[src/rtl/pipe_pkg.sv]
// Shared pipeline control definitions: controller state encoding, register
// address constants and the control word carried by the pipeline registers.
package pipe_pkg;

  typedef enum logic [1:0] {
    RUN      = 2'd0,
    MEM_WAIT = 2'd1,
    MC_BUSY  = 2'd2
  } state_e;

  localparam int REG_AW   = 4;
  localparam int ZERO_REG = 0;

  // Per-stage control carried down the pipe; a bubble is all zero.
  typedef struct packed {
    logic wb;
    logic mem;
    logic ex;
  } stage_ctrl_t;

  localparam stage_ctrl_t BUBBLE_CTRL = '0;

  // Controller output word, one bit per pipeline-register control.
  typedef struct packed {
    logic pc_en;
    logic ifid_en;
    logic ifid_flush;
    logic idex_en;
    logic idex_bubble;
    logic exmem_en;
    logic exmem_bubble;
    logic memwb_en;
  } ctl_t;

  localparam ctl_t CTL_FREEZE = '0;
  localparam ctl_t CTL_RUN    = '{pc_en:1'b1, ifid_en:1'b1, ifid_flush:1'b0,
                                  idex_en:1'b1, idex_bubble:1'b0,
                                  exmem_en:1'b1, exmem_bubble:1'b0,
                                  memwb_en:1'b1};
  // Front end held, back end drains with bubbles behind the multi-cycle op.
  localparam ctl_t CTL_MC     = '{pc_en:1'b0, ifid_en:1'b0, ifid_flush:1'b0,
                                  idex_en:1'b0, idex_bubble:1'b0,
                                  exmem_en:1'b1, exmem_bubble:1'b1,
                                  memwb_en:1'b1};
  localparam ctl_t CTL_BRANCH = '{pc_en:1'b1, ifid_en:1'b1, ifid_flush:1'b1,
                                  idex_en:1'b1, idex_bubble:1'b1,
                                  exmem_en:1'b1, exmem_bubble:1'b0,
                                  memwb_en:1'b1};
  // Hold PC and IF/ID one cycle, inject a bubble into EX.
  localparam ctl_t CTL_LOADUSE = '{pc_en:1'b0, ifid_en:1'b0, ifid_flush:1'b0,
                                   idex_en:1'b1, idex_bubble:1'b1,
                                   exmem_en:1'b1, exmem_bubble:1'b0,
                                   memwb_en:1'b1};

endpackage

[src/rtl/sat_counter.sv]
// Saturating event counter: counts cycles with inc high, holds at all-ones.
module sat_counter #(
  parameter int CNT_W = 16
) (
  input  logic             clk,
  input  logic             rst,
  input  logic             inc,
  output logic [CNT_W-1:0] count
);

  logic [CNT_W-1:0] count_q, count_d;

  // Increment unless already saturated.
  always_comb begin
    count_d = count_q;
    if (inc && (count_q != {CNT_W{1'b1}}))
      count_d = count_q + 1'b1;
  end

  // Count register, cleared by async reset.
  always_ff @(posedge clk or negedge rst) begin
    if (!rst) count_q <= '0;
    else      count_q <= count_d;
  end

  assign count = count_q;

endmodule

[src/rtl/hazard_ctrl.sv]
// Pipeline sequencing controller: decodes enables, flushes and bubbles for
// every pipeline register from hazards, memory wait states and multi-cycle ops.
module hazard_ctrl #(
  parameter int REG_AW      = pipe_pkg::REG_AW,
  parameter int CNT_W       = 16,
  parameter int ZERO_REG_EN = 1
) (
  input  logic              clk,
  input  logic              rst,
  input  logic [REG_AW-1:0] id_rs,
  input  logic [REG_AW-1:0] id_rt,
  input  logic              id_uses_rs,
  input  logic              id_uses_rt,
  input  logic [REG_AW-1:0] ex_rd,
  input  logic              ex_memread,
  input  logic              ex_branch_taken,
  input  logic              mc_start,
  input  logic              mc_done,
  input  logic              mem_req,
  input  logic              mem_ack,
  output logic              pc_en,
  output logic              ifid_en,
  output logic              ifid_flush,
  output logic              idex_en,
  output logic              idex_bubble,
  output logic              exmem_en,
  output logic              exmem_bubble,
  output logic              memwb_en,
  output logic [CNT_W-1:0]  stall_cnt,
  output logic [CNT_W-1:0]  flush_cnt
);
  import pipe_pkg::*;

  state_e state_q, state_d;
  ctl_t   run_ctl, ctl, ctl_out;
  state_e run_next;
  logic   mem_stall, rd_live, rs_hit, rt_hit, load_use;

  // Load-use compare: a load in EX feeding a source read in ID.
  always_comb begin
    rd_live  = (ZERO_REG_EN == 0) || (ex_rd != REG_AW'(ZERO_REG));
    rs_hit   = id_uses_rs && (id_rs == ex_rd);
    rt_hit   = id_uses_rt && (id_rt == ex_rd);
    load_use = ex_memread && rd_live && (rs_hit || rt_hit);
  end

  assign mem_stall = mem_req && !mem_ack;

  // RUN decode with the memory condition treated as clear.
  always_comb begin
    run_ctl  = CTL_RUN;
    run_next = RUN;
    if (mc_start && !mc_done) begin
      run_ctl  = CTL_MC;
      run_next = MC_BUSY;
    end else if (ex_branch_taken) begin
      run_ctl  = CTL_BRANCH;
    end else if (load_use) begin
      run_ctl  = CTL_LOADUSE;
    end
  end

  // Next state and Mealy outputs; memory wait outranks everything.
  always_comb begin
    ctl     = CTL_FREEZE;
    state_d = state_q;
    case (state_q)
      RUN: begin
        if (mem_stall) begin
          state_d = MEM_WAIT;
        end else begin
          ctl     = run_ctl;
          state_d = run_next;
        end
      end
      MEM_WAIT: begin
        if (mem_ack) begin
          ctl     = run_ctl;
          state_d = run_next;
        end
      end
      MC_BUSY: begin
        if (mem_stall) begin
          ctl = CTL_FREEZE;
        end else if (mc_done) begin
          ctl     = CTL_RUN;
          state_d = RUN;
        end else begin
          ctl = CTL_MC;
        end
      end
      default: state_d = RUN;
    endcase
  end

  // State register.
  always_ff @(posedge clk or negedge rst) begin
    if (!rst) state_q <= RUN;
    else      state_q <= state_d;
  end

  // Reset forces every control low regardless of the decode.
  always_comb begin
    ctl_out = rst ? ctl : CTL_FREEZE;
  end

  assign pc_en        = ctl_out.pc_en;
  assign ifid_en      = ctl_out.ifid_en;
  assign ifid_flush   = ctl_out.ifid_flush;
  assign idex_en      = ctl_out.idex_en;
  assign idex_bubble  = ctl_out.idex_bubble;
  assign exmem_en     = ctl_out.exmem_en;
  assign exmem_bubble = ctl_out.exmem_bubble;
  assign memwb_en     = ctl_out.memwb_en;

  sat_counter #(.CNT_W(CNT_W)) u_stall_cnt (
    .clk   (clk),
    .rst   (rst),
    .inc   (!ctl_out.pc_en && rst),
    .count (stall_cnt)
  );

  sat_counter #(.CNT_W(CNT_W)) u_flush_cnt (
    .clk   (clk),
    .rst   (rst),
    .inc   (ctl_out.ifid_flush),
    .count (flush_cnt)
  );

endmodule

[config.mk]
export PLATFORM = sky130hd
export DESIGN_NAME = hazard_ctrl
export DESIGN_NICKNAME = d
export VERILOG_FILES = /design/src/rtl/pipe_pkg.sv /design/src/rtl/sat_counter.sv /design/src/rtl/hazard_ctrl.sv
export SDC_FILE = /design/constraint.sdc
export NUM_CORES = 1
export LEC_CHECK = 0
export BUFFER_PORTS_ARGS = -buffer_cell sky130_fd_sc_hd__buf_2
export CORE_UTILIZATION = 50
export DETAILED_ROUTE_END_ITERATION = 10
export PLACE_DENSITY = 0.89
export SLEW_MARGIN = 20
export SYNTH_ARGS = -nofsm -noshare
export SYNTH_HDL_FRONTEND = slang
export SYNTH_SLANG_ARGS = --single-unit
export TNS_END_PERCENT = 20
[constraint.sdc]
create_clock -name clk -period 5.4 [get_ports clk]
set_input_delay 0.27 -clock clk [delete_from_list [all_inputs] [get_ports clk]]
set_output_delay 0.27 -clock clk [all_outputs]
set_load 0.02 [all_outputs]
**Word-level counts from Yosys, hierarchy flattened**

Index checks and enable logic that the tools add are counted.

- Equal/unequal tests: 9
- $add $sub $neg: 2
- Reductions and logical operators: 16
- Muxes and demuxes: 15

Operator list:

| operator | count |
|---|---|
| $mux W8 | 8 |
| $add A16 B1 Y16 const B | 2 |
| $ne A16 B16 Y1 const B | 2 |
| $pmux W8 S3 | 1 |
| $mux W2 | 5 |
| $logic_and A1 B1 Y1 | 9 |
| $eq A4 B4 Y1 | 2 |
| $ne A2 B2 Y1 const B | 3 |
| $pmux W2 S3 | 1 |
| $reduce_bool A4 Y1 | 1 |
| $logic_not A1 Y1 | 3 |
| $reduce_and A3 Y1 | 1 |
| $eq A2 B1 Y1 const B | 1 |
| $eq A2 B2 Y1 const B | 1 |
| $logic_not A2 Y1 | 1 |
| $logic_or A1 B1 Y1 | 1 |

- Input bits: 22
- Logic and storage cells: 45
- Register bits after elaboration: 34

**Depth between registers and ports, before layout**

Gate-level depths: netlist of the first run.

- Depth after elaboration: 13
- Mapped depth: 8
- Mapped depth without buffers: 7

**Hierarchy**

From an unflattened synthesis of the first run, not the netlist that was laid out.

- Cell total of the unflattened synthesis: 190
- Area total of the unflattened synthesis: 2060.7 um^2

By module, submodules not included:

| module | cells each | instances | area each (um^2) |
|---|---|---|---|
| sat_counter | 72 | 2 | 859.6 |
| hazard_ctrl | 46 | 1 | 341.6 |

**Worst setup path before layout of the first run**

No wires, ideal clock.

- Path type: flip-flop to output port
- Start point: register state_q[0]
- End point: output port exmem_bubble
- Buffers on the path: 0
- Stages on the path, launching flop included: 4
- Data required time: 5.130 ns
- Setup slack: 3.272 ns
- Arrival time: 1.858 ns
- Cell sequence: dfrtp_1 o21ba_2 a211oi_1 nor3b_1

- Cells in the longest elaborated chain, start to end: 3
- Elaborated cells between the ends (all ways): 5
- Classes of those cells: 2 x eq/ne; 2 x mux; 1 x reduce/logical

Ends and longest elaborated chain:

| element | RTL line | source |
|---|---|---|
| start, declared | hazard_ctrl.sv:34 | `state_e state_q, state_d;` |
| start signal, assigned | hazard_ctrl.sv:99 | `else state_q <= state_d;` |
| $eq A2 B2 Y1 (tied with other cells) | hazard_ctrl.sv:67 | `case (state_q)` |
| $pmux W8 S3 (*) | hazard_ctrl.sv:67 |  |
| $mux W8 (*) | hazard_ctrl.sv:104 | `ctl_out = rst ? ctl : CTL_FREEZE;` |
| end, declared | hazard_ctrl.sv:27 | `output logic exmem_bubble,` |

Mark *: on every way between the ends. The rest lies on a longest branch, timed or not.

**Worst setup path after layout of the first run**

- Start point: input port rst
- End point: output port ifid_flush

- Cells in the longest elaborated chain, start to end: 1

Ends and longest elaborated chain:

| element | RTL line | source |
|---|---|---|
| start, declared | hazard_ctrl.sv:9 | `input logic rst,` |
| $mux W8 | hazard_ctrl.sv:104 |  |
| end, declared | hazard_ctrl.sv:23 | `output logic ifid_flush,` |

Every way passes these cells.

==> results of run 1 <==
-- logic make-up (layout without fill, tap and decap cells) --
logic type,Yosys count,after routing,share of synthesized area
AND/OR/NAND/NOR,80,80,0.229
XOR/XNOR,37,37,0.178
buffers and inverters,10,74,0.0296
adder cells (fa/ha/maj),2,2,0.0138
multiplexers,2,2,0.0124
flip-flops,34,34,0.468
AO/OA/AOI/OAI,15,15,0.0695
-- metrics by stage --
stage / instance area (um^2) / power (mW) / instances
after CTS: 2200 / 0.710 / 290
after global routing: 2200 / 0.753 / 290
final: 2200 / 0.702 / 290
after detailed placement: 2150 / 0.584 / 283
after floorplan: 1820 / 0.499 / 180
after global placement: 2150 / 0.576 / 283
-- sequential cells by signal (all words and copies together), names as in the netlist --
signal	cells
state_q	2
u_stall_cnt.count	16
u_flush_cnt.count	16
-- Yosys cell counts (2+ instances only) --
library cell / instances
a21oi_1: 3
and2_1: 4
and3_1: 4
buf_4: 2
dfrtp_1: 34
ha_1: 2
inv_1: 5
mux2_1: 2
nand2_1: 20
nand3_1: 13
nand4_1: 6
nor2_1: 16
nor3_1: 3
nor3_2: 5
nor4_1: 5
o21a_1: 2
xnor2_1: 15
xor2_1: 22
-- how the worst max path moves through the flow --
stage,end,cells after the start,start
finish,ifid_flush,5,rst
floorplan,exmem_bubble,3,state_q[0]$_DFFE_PN0P_
global route,u_flush_cnt.count[9]$_DFFE_PN0P_,8,rst
detailed placement,u_flush_cnt.count[11]$_DFFE_PN0P_,8,rst
CTS,ifid_flush,5,rst
global placement,u_flush_cnt.count[13]$_DFFE_PN0P_,8,rst
-- cell usage in the layout, fill, tap and decap left out, drive strengths merged, types with 2 or more instances in the layout --
cell type / instances
and2: 4
nand4: 6
nor2: 16
buf: 61
and3: 4
nor4: 6
o21a: 2
inv: 6
clkinv: 2
clkbuf: 5
xnor2: 15
dfrtp: 34
mux2: 2
nor3: 8
nand3: 13
ha: 2
nand2: 20
xor2: 22
a21oi: 3
-- report_power, final --
part	total [mW]	internal, mW	switching (mW)	leakage, nW
Clock	0.125	0.0468	0.0778	0.0308
Sequential	0.350	0.299	0.0510	0.439
Combinational	0.227	0.0867	0.141	0.642
Total	0.702	0.432	0.269	1.11
-- final cells by class --
class | instances | area [um^2] | share of cell area
multi-input combinational | 136 | 915 | 0.416
sequential | 34 | 851 | 0.387
timing repair buffer | 61 | 305 | 0.139
tap | 46 | 57.6 | 0.0262
clock buffer | 5 | 37.5 | 0.0171
inverter | 6 | 22.5 | 0.0102
clock inverter | 2 | 10.0 | 0.00455
-- worst max-delay path, stage by stage --
cell and delay, ns:
buf_2 0.57, inv_1 0.19, a2111oi_1 0.44, and2_1 0.29, buf_2 0.20
-- layer usage --
metal,up-vias,part of all wire,wire length [um]
li1,745,-,-
met5,-,0,0
met4,0,0.011,38
met3,4,0.068,240
met1,708,0.45,1590
met2,55,0.47,1660
==> results.md, run 1 <==
* Worst Path Arrival at 1.98 ns
* Synth top area cells: dfrtp_1 (47%), xor2_1 (11%), xnor2_1 (7.2%)
* Class of the worst hold path: input port to asynchronous set/reset pin
* I/O Buffers at 61
* FF-to-FF End: u_flush_cnt.count[11]$_DFFE_PN0P_
* Clk sinks at 34
* DIE AREA at 3880 um^2
* CP required at 5.13 ns
* Post-synth cell types at 35
* CP max FO at 37
* Post-detailed-route count of antenna-violating nets at 0
* # fillers at 288
* Hold Fails Final Rpt at 2
* Vias at 1512
* Nets@finish at 268
* CP Launch Type: input port
* Row count at 21
* Slew @ Worst Pin at 0.738 ns
* Syn avg cell area at 10.1 um^2
* FF+latch count, synth at 34
* ANT cells at 0
* DRC violation total after the first TritonRoute iteration at 56
* Post-synthesis sequential area ratio at 0.468
* Post-Route WL at 3.54 mm
* Worst R2R Path Depth at 7
* Final GP Congestion at 0.848
* Setup slack after layout at 3.15 ns
* Largest net degree at the start of global routing at 38
* Async set-reset flop share out of synthesis at 1.00
* Unrepaired setup endpoints after global routing: no
* # DRC at 0
* Minimum clock period at 2.25 ns
* Post_cts resized at 0
* Max Cap Violations at 0
* Root Driver: clkbuf_4
* Failing checks: negative hold slack
* VDD IR max at 0.233 mV
* Final HPWL DP at 2.67 mm
* Met1 GRT Util at 0.261
* Area delta synth->final at 20.8%
* CTS buffer count at 5
* Die H at 62.3 um
* Count of final setup violators at 0
* Syn Nets at 204
* Number of flops mapped to enable cells by yosys at 0
* Worst reg-to-reg setup slack at 3.29 ns
* Drt pass-1 iters at 4
* Period utilization at 0.416
* Gr ovfl total at 0
* Synthesized cell area at 1820 um^2
* Mapped Cells at 180
* GR peak layer: met2
* WHS at -0.00247 ns
* Most used DFF post-synth: dfrtp_1
* Total GRT Usage at 0.202
* Met2 GRT Util at 0.317
* Global-route wire length before repair at 6.15 mm
* Core area at 3420 um^2
* P_leak at 1.11 nW
* Reg clk slew, reported paths at 0.10 ns
* Power Density at 319 nW/um^2
* Post-CTS Setup Bufs at 0
* Via density at 5.21
* Status: finished, violations left
* CTS tree: yes
* Htree depth at 2
* Post-Route Utilization at 0.644
* Avg WL per Cell at 12.2 um
* Critical R2R Launch: state_q[0]$_DFFE_PN0P_
* Ys Warns at 0
* Antenna violations before repair at 0
* Setup Crit Path Kind: input port to output port
* Clk_skew at 0.00605 ns
* Crit end category: output port
* Final slew viol count at 0
* Area leader, netlist: dfrtp_1
* Met3 Resource Use GR at 0.0551
* Die X at 62.3 um
* Share of layout cells above drive strength 1 at 0.316
* TNS Setup at 0 ns
* Highest clock rate at 0.445 GHz
* Number of global-route vias before repair at 1396
* Clk_lat worst skew at 0.32 ns
* Dpl ws at 2.76 ns
* CTS Buffer Depth at 2
* Initial Util at 0.533
* Top-area cell type share of the netlist area at 0.468
* Hold-fix buffers, CTS at 0
* Top-level port count at 62
* Slew HR at 0.508
No activity file was read; power rests on OpenSTA's default activity.
==> run 2, diff against run 1 <==
--- a/config.mk
+++ b/config.mk
@@ -5,10 +5,11 @@
 export SDC_FILE = /design/constraint.sdc
 export NUM_CORES = 1
 export LEC_CHECK = 0
+export ABC_AREA = 1
 export BUFFER_PORTS_ARGS = -buffer_cell sky130_fd_sc_hd__buf_2
 export CORE_UTILIZATION = 50
 export DETAILED_ROUTE_END_ITERATION = 10
-export PLACE_DENSITY = 0.89
+export PLACE_DENSITY = 0.85
 export SLEW_MARGIN = 20
 export SYNTH_ARGS = -nofsm -noshare
 export SYNTH_HDL_FRONTEND = slang
==> constraint.sdc (replaced) <==
create_clock -name clk -period 2.2 [get_ports clk]
set_input_delay 0.11 -clock clk [delete_from_list [all_inputs] [get_ports clk]]
set_output_delay 0.11 -clock clk [all_outputs]
set_load 0.02 [all_outputs]
==> run 2 against run 1 <==
- the flow now finishes without violations
- sequential power is 140% higher
- wire length increased by 44%
- total power grew to 2.7 times the previous value
- synthesized cell count up 77%
- highest routed layer unchanged
- sequential share of layout area shrank 7.7 points
==> results.md, run 2 <==
* Critical R2R Launch: u_stall_cnt.count[0]$_DFFE_PN0P_
* Cell family with most CP delay: simple AND/OR/NAND/NOR gates
* # DRC at 0 (unchanged)
* Class of the worst hold path: input port to flip-flop
* Final HPWL DP at 3.90 mm (+46%)
* Setup Crit Path Kind: flip-flop to output port
* CP max stage delay at 0.41 ns (-0.16 ns)
* Vias at 2225 (+47%)
* Clk_lat worst skew at 0.28 ns (-0.04 ns)
* Final slew viol count at 0 (unchanged)
* Post-synth cell types at 33 (-5.7%)
* Power Density at 691 nW/um^2 (+120%)
* CTS Buffer Depth at 2 (unchanged)
* WHS at 0.123 ns (+0.125 ns)
* Dpl ws at 0.426 ns (-2.33 ns)
* Most used DFF post-synth: dfrtp_1
* Count leader, synth: nand2_1
* Die X at 70.4 um (+13%)
* Commonest non-fill, non-tap cells in the layout: nand2_1 (105), buf_2 (61), nor2_1 (38)
* Period utilization at 0.846
* Initial Util at 0.529 (-0.00341)
* Hold Crit Start: mem_req
* Status: finished, final reports clean
* Area leader, netlist: dfrtp_1
* Ys Warns at 0 (unchanged)
* Via density at 5.13 (-1.7%)
* Most frequent CP cell: nand2_1
* Minimum clock period at 1.86 ns
* Hold Crit Depth at 3
* Worst min-delay path endpoint: state_q[0]$_DFFE_PN0P_
* FF-to-FF End: u_stall_cnt.count[0]$_DFFE_PN0P_
* Global-route wire length before repair at 8.53 mm (+39%)
* CP required at 2.09 ns (-3.04 ns)
* FF+latch count, synth at 34 (unchanged)
* Post-synthesis sequential area ratio at 0.364 (-0.103)
* Root Driver: clkbuf_8
* Slew @ Worst Pin at 0.403 ns (-0.335 ns)
* Row count at 24 (+14%)
* Crit-path cells: inv_2 > nand2_1 > nor3_2 > inv_1 > nand2_1 > nand2_4 > nor2_1 > buf_2
* P_leak at 1.48 nW (+33%)
* Number of flops mapped to enable cells by yosys at 0 (unchanged)
* Crit path buf inv count at 3 (unchanged)
* Async set-reset flop share out of synthesis at 1.00 (unchanged)
* Top-level port count at 62 (unchanged)
* Top-area cell type share of the netlist area at 0.364 (-0.103)
* Max Cap Violations at 0 (unchanged)
* DRT met1 WL at 2.36 mm (+48%)
* CTS tree: yes
* Worst Path Arrival at 1.75 ns (-0.23 ns)
* Synthesized cell area at 2340 um^2 (+28%)
* Syn Nets at 342 (+68%)
* Antenna violations before repair at 0 (unchanged)
* DIE AREA at 4950 um^2 (+27%)
* Mapped Cells at 318 (+77%)
* Post_cts resized at 0 (unchanged)
* TNS Setup at 0 ns (unchanged)
* Slew HR at 0.729 (+0.221)
* Core area at 4410 um^2 (+29%)
* DRC violation total after the first TritonRoute iteration at 66 (+18%)
* CTS buffer count at 5 (unchanged)
* Final GP Congestion at 0.906 (+6.9%)
* Setup slack after layout at 0.338 ns (-2.81 ns)
* Nets@finish at 406 (+51%)
* Synth top area cells: dfrtp_1 (36%), nand2_1 (17%), nand3_1 (7.1%)
* Drt pass-1 iters at 4 (unchanged)
* Largest net degree at the start of global routing at 27 (-29%)
* Post-detailed-route count of antenna-violating nets at 0 (unchanged)
* Post-synth top cells: nand2_1 (105), nor2_1 (38), dfrtp_1 (34)
* I/O Buffers at 61 (unchanged)
* CP max FO at 18 (-51%)
* Syn avg cell area at 7.35 um^2 (-27%)
* Crit end category: output port
* Highest clock rate at 0.537 GHz
* VDD IR max at 0.577 mV (+150%)
* Share of layout cells above drive strength 1 at 0.251 (-0.0643)
* WL met2 at 2.45 mm (+47%)
* Top Layer Used: met4
* Unrepaired setup endpoints after global routing: no
* Clk_skew at 0.00563 ns (-0.000422 ns)
* Number of global-route vias before repair at 1958 (+40%)
* Post-Route WL at 5.10 mm (+44%)
* Count of final setup violators at 0 (unchanged)
* Die H at 70.4 um (+13%)
* Worst reg-to-reg setup slack at 0.41 ns (-2.88 ns)
* Htree depth at 2 (unchanged)
* Commonest non-fill, non-tap cell in the layout: nand2_1
* Area delta synth->final at 17.5%
* Total GRT Usage at 0.214 (+0.0126)
* Met3 wire length at 212 um (-12%)
* Slowest CP cell: dfrtp_1
* CP Launch Type: flip-flop
* Reg clk slew, reported paths at 0.06 ns (-0.04 ns)
* Gr ovfl total at 0 (unchanged)
* Worst R2R Path Depth at 9 (+2)
* ANT cells at 0 (unchanged)
* Clk sinks at 34 (unchanged)
* Hold Fails Final Rpt at 0 (-2)
* # fillers at 386 (+34%)
* Avg WL per Cell at 11.7 um (-3.7%)
## run 2: worst register-to-register path: stages, from the launching register on
cell and delay (ns):
dfrtp_1 0.43, ha_1 0.28, inv_1 0.11, nor2_4 0.05, nand2_2 0.10, nor2_4 0.05
a21oi_4 0.32, nand2_4 0.19, nand2_1 0.10, nand2_1 0.05
## run 2: kinds of logic after synthesis
logic type | share of synthesized area
AND/OR/NAND/NOR | 0.397
flip-flops | 0.364
adder cells (fa/ha/maj) | 0.0107
buffers and inverters | 0.0750
XOR/XNOR | 0.112
AO/OA/AOI/OAI | 0.0412
## run 2: per-stage QoR
stage	power (mW)	cell area, um^2	std cells	utilization
after floorplan	1.27	2340	318	-
after global placement	1.45	2660	426	0.602
after detailed placement	1.47	2660	426	0.602
after CTS	1.90	2740	434	0.622
after global routing	2.01	2740	434	0.622
final	1.90	2740	434	0.622
## run 2: what timing repair did
item,in CTS,in global routing
hold endpoints to repair,8,0
buffers inserted,0,0
hold buffers,1,0
## run 2: metal layers
layer,global-route usage,vias to the layer above
met5,0,-
met4,0.0711,0
met3,0.0447,11
met2,0.332,55
met1,0.297,1026
li1,-,1133
## run 2: final cells by class
cell class	count	area, um^2	area share
Multi-Input combinational cell	248	1310	0.477
Timing Repair Buffer	64	330	0.120
Inverter	29	111	0.0406
Clock buffer	7	76.3	0.0278
Sequential cell	34	851	0.310
Tap cell	52	65.1	0.0237
## run 2: worst max path at each step
stage	startpoint	endpoint	slack (ns)	cells after the start
global route	state_q[0]$_DFFE_PN0P_	ifid_en	0.19	8
CTS	state_q[0]$_DFFE_PN0P_	ifid_en	0.31	8
global placement	u_stall_cnt.count[0]$_DFFE_PN0P_	u_stall_cnt.count[4]$_DFFE_PN0P_	0.51	9
floorplan	state_q[0]$_DFFE_PN0P_	pc_en	0.43	9
finish	state_q[0]$_DFFE_PN0P_	ifid_en	0.34	8
detailed placement	u_stall_cnt.count[0]$_DFFE_PN0P_	u_stall_cnt.count[14]$_DFFE_PN0P_	0.43	9
## run 2: power breakdown
part | switching (mW) | internal (mW) | leakage, nW
registers | 0.140 | 0.715 | 0.458
clock network | 0.216 | 0.218 | 0.0383
logic | 0.391 | 0.217 | 0.983
total | 0.746 | 1.15 | 1.48
